## config.mk

```make
export PLATFORM = sky130hd
export DESIGN_NAME = fetch_unit
export DESIGN_NICKNAME = d
export VERILOG_FILES = /design/src/rtl/fetch_unit.sv
export SDC_FILE = /design/constraint.sdc
export NUM_CORES = 1
export LEC_CHECK = 0
export CAP_MARGIN = 20
export CORE_MARGIN = 2
export CORE_UTILIZATION = 35
export DETAILED_ROUTE_END_ITERATION = 7
export PLACE_DENSITY = 0.73
export SLEW_MARGIN = 5
export SYNTH_ARGS = -nofsm -noshare
export SYNTH_HDL_FRONTEND = slang
export SYNTH_SLANG_ARGS = --single-unit
```

## constraint.sdc

```tcl
create_clock -name CLK -period 3.5 [get_ports CLK]
set_clock_uncertainty 0.05 [all_clocks]
set_input_delay 0.35 -clock CLK [delete_from_list [all_inputs] [get_ports CLK]]
set_output_delay 0.35 -clock CLK [all_outputs]
set_load 0.01 [all_outputs]
```

## src/rtl/fetch_unit.sv

```systemverilog
// Instruction fetch: FETCH/EXEC/HALT sequencer, PC select, optional retired count (FETCH_RETIRE_CNT_EN).
// Latency: 2 cycles/instr minimum; imem_ready low stretches FETCH one cycle per wait, PCWre=0 halts until RST.
module fetch_unit (
    input  logic        CLK,
    input  logic        RST,
    input  logic        PCWre,
    input  logic [1:0]  PCSrc,
    input  logic [31:0] ext_imm,
    input  logic [25:0] j_addr,
    output logic        imem_req,
    output logic [31:0] imem_addr,
    input  logic        imem_ready,
    input  logic [31:0] imem_rdata,
    output logic [31:0] ins,
    output logic [5:0]  op,
    output logic        ins_valid,
    output logic [31:0] pc,
    output logic [31:0] pc4,
    output logic        halted,
    output logic [31:0] retired_cnt
);

    typedef enum logic [1:0] {
        FETCH = 2'd0,
        EXEC  = 2'd1,
        HALT  = 2'd2
    } state_t;

    state_t      state;
    state_t      nextState;
    logic [31:0] pcNext;
    logic [31:0] branchOffset;

    always_ff @(posedge CLK) begin
        if (RST) begin
            state <= FETCH;
        end else begin
            state <= nextState;
        end
    end

    always_comb begin
        nextState = state;
        case (state)
            FETCH:   nextState = imem_ready ? EXEC : FETCH;
            EXEC:    nextState = PCWre ? FETCH : HALT;
            HALT:    nextState = HALT;
            default: nextState = FETCH;
        endcase
    end

    always_comb begin
        imem_req  = 1'b0;
        ins_valid = 1'b0;
        halted    = 1'b0;
        case (state)
            FETCH:   imem_req  = 1'b1;
            EXEC:    ins_valid = 1'b1;
            HALT:    halted    = 1'b1;
            default: imem_req  = 1'b0;
        endcase
    end

    // Every target is word aligned by construction, so pc[1:0] stays 00 from reset onward.
    assign pc4          = pc + 32'd4;
    assign branchOffset = ext_imm << 2;

    always_comb begin
        pcNext = pc;
        case (PCSrc)
            2'b00:   pcNext = pc4;
            2'b01:   pcNext = pc4 + branchOffset;
            2'b10:   pcNext = {pc4[31:28], j_addr, 2'b00};
            default: pcNext = pc;
        endcase
    end

    // A fetch overlapped by reset is dropped: RST wins over the imem_ready capture.
    always_ff @(posedge CLK) begin
        if (RST) begin
            pc  <= 32'd0;
            ins <= 32'd0;
        end else begin
            if (state == FETCH && imem_ready) begin
                ins <= imem_rdata;
            end
            if (state == EXEC && PCWre) begin
                pc <= pcNext;
            end
        end
    end

    assign imem_addr = pc;
    assign op        = ins[31:26];

`ifdef FETCH_RETIRE_CNT_EN
    logic [31:0] retiredReg;

    always_ff @(posedge CLK) begin
        if (RST) begin
            retiredReg <= 32'd0;
        end else if (state == EXEC) begin
            retiredReg <= retiredReg + 32'd1;
        end
    end

    assign retired_cnt = retiredReg;
`else
    assign retired_cnt = 32'd0;
`endif

endmodule

```

==> results.md <==
- First-pass GRT wire length: 28410 um
- Detail Route Antenna Nets: 0
- Crit path max-delay cell type: dfxtp_2
- Critical Path Max Stage Delay: 0.34 ns
- DR iter-0 viols: 339
- CP Data Required Time: 3.65 ns
- Clock Tree Root: clkbuf_16
- Critical path fanouts, max: 4
- Placed cells: 1203
- CP startpoint kind: flip-flop
- Num rows: 46
- Placer Congestion: 0.8878
- Setup WS post-layout: 0.07477 ns
- Fmax: 292.0 MHz
- DR pass1 iterations: 5
- Post-route DRC: 0
- FF-to-FF path depth: 17
- Synth area leader: dfxtp_1
- Clock latency on the worst-skew pair: 0.33 ns
- Critical Path End Type: flip-flop
- # clock sinks: 64
- Post-Route WL: 19290 um
- Relative slew slack: 0.3797
- Total CTS buffers: 9
- Die height: 130.1 um
- Max-slew violations: 0
- CP cell instances: buf_6, and4_4, nand4_1, buf_6, buf_4, nor2_4, xor2_2, ha_1, and2_4, a221oi_2, o21a_1, o32ai_4, a21oi_4, o2111ai_2, a31oi_2, xnor2_1, o22ai_1
- Overflow left after global routing: 0
- Ratio of cells with drive above 1 in the final layout: 0.2069
- Post-route cell area: 9114 um^2
- Cell area after synthesis: 5565 um^2
- Period utilisation layout: 0.9786
- WHS: 0.3981 ns
- Clk slew on worst S/H paths: 0.06 ns
- Largest net degree at the start of global routing: 41
- Outcome: complete, no violations
- Maximum vdd drop: 198.5 uV
- Die Wd: 130.1 um
- Initial Utilization: 0.3542
- I/O pin cnt: 265
- Crit path DAT: 3.58 ns
- Final #Nets: 1145
- # diodes: 0
- Synth Register Bits: 64
- Mapped Avg Cell Area: 7.582 um^2
- Most common flop cell mapped by yosys: dfxtp_1
- Vias in the first global route: 5723
- Distinct cells, synth: 62
- MaxCap Viol Count: 0
- Non-Filler Instances: 1231
- CP bufs+invs: 3
- HPWL Detailed: 14460 um
- RSZ-0062 raised after global routing: yes
- TNS Setup: 0 ns
- FILL cells: 1430
- Clock Tree Buf Depth: 2
- Final Setup Violations: 0
- Antenna violations before repair: 0
- Pre-CTS WS: -0.1588 ns
- Top delay family on crit path: compound AO/OA/AOI/OAI gates
- Total track usage: 0.2116
- Hold depth: 2
- Final hold vios: 0
- Post-DP Area: 8354 um^2
- Hold Buf Count CTS: 0
- Hold Path Class: primary input to flip-flop
- Critical path class: flip-flop to flip-flop
- Routed len/inst: 15.67 um
- # H-tree levels: 3
- Crit path time final: 3.425 ns
- Number of flops mapped to enable cells by yosys: 0
- Share of the synthesized area in the top cell type: 0.2302
- CTS tree: done
- Synthesized netlist cell count: 734
- Die ar.: 16930 um^2
- Ys async rst share: 0
- Worst Tran Pin Value: 0.9305 ns
- Most frequent CP cell: buf_6
- Leakage: 3.861 nW
- Count leader, synth: nand2_1
- Core Area: 15710 um^2
- YS warnings: 0
- Synth top area cells: dfxtp_1 23%, buf_4 10%, ha_1 8.5%
- Vias: 6179
- Critical Path Stages: 17
- Mean number of vias per cell: 5.019
- IO buf count: 224
- Seq/Total Area, Yosys: 0.2302
- Synth-to-layout area growth: 63.76%
- Total power per unit cell area: 260.8 nW/um^2
- Top post-synthesis cells by count: 112 x nand2_1, 74 x buf_4, 66 x a21oi_1
==> power by group <==
group / total [mW] / switching [mW] / internal, mW
combinational: 0.720 / 0.351 / 0.370
sequential: 0.786 / 0.0232 / 0.763
clock: 0.871 / 0.348 / 0.523
==> worst paths after layout <==
kind	start	end	slack (ns)
worst min-delay path	RST	imem_addr[16]	0.40
worst min register to register	ins[10]	ins[10]	0.40
worst max-delay path	imem_addr[2]	imem_addr[31]	0.07
worst max register to register	imem_addr[2]	imem_addr[31]	0.07
==> what timing repair did <==
action                                  CTS  global route
buffers inserted                          2             9
pin swaps                                 6            38
endpoints found under the setup margin   10            17
gates cloned                              0             0
gates resized for setup                   9            60
==> area by class of cell <==
type	instances	area [um^2]	share of cell area
timing repair buffer	336	3119	0.3423
inverter	21	78.83	0.008649
clock inverter	5	38.79	0.004256
multi-input combinational	578	4070	0.4466
tap	216	270.3	0.02965
sequential	64	1284	0.1409
clock buffer	11	252.7	0.02773
==> kinds of logic after synthesis <==
logic type      synth area share
other cells            0.0006738
mux                     0.005396
simple gates              0.2084
fa+ha+maj                0.08903
xor+xnor                 0.08161
flops                     0.2302
buf+inv                   0.1369
compound gates            0.2478
==> cell usage in the layout, fill, tap and decap left out, drive strengths merged, types with 4 or more instances in the layout <==
cell	instances
nor2b	4
a221oi	16
buf	113
and2	8
o22ai	10
o21bai	4
a22oi	10
clkdlybuf4s50	222
conb	38
nand2b	6
xnor2	34
xor2	17
nand2	112
o21a	9
inv	23
a21o	12
o31ai	6
dfxtp	64
a31oi	10
nand3	24
nor3	18
nand4	7
nor2	41
and3	9
a21oi	68
o21ai	36
ha	38
clkbuf	11
or3	4
and4	5
==> layer usage <==
layer | up-vias | track usage | wire length [um]
met5 | - | 0 | 0
met4 | 0 | 0.05503 | 308
met3 | 27 | 0.03649 | 1127
met2 | 227 | 0.3665 | 9616
met1 | 2893 | 0.2728 | 8241
li1 | 3032 | - | -
==> metrics by stage <==
| stage | util | power, mW |
|---|---|---|
| 3_5_place_dp | 0.5317 | 1.472 |
| 4_1_cts | 0.5536 | 2.356 |
| 2_1_floorplan | - | 1.170 |
| 3_3_place_gp | 0.5317 | 1.466 |
| 6_report | 0.5800 | 2.377 |
| 5_1_grt | 0.5800 | 2.493 |
==> sequential cells by signal, indices dropped and copies added (netlist names) <==
register,cells
imem_addr,30
ins,32
state,2
Power figures use the tool's default switching activity.
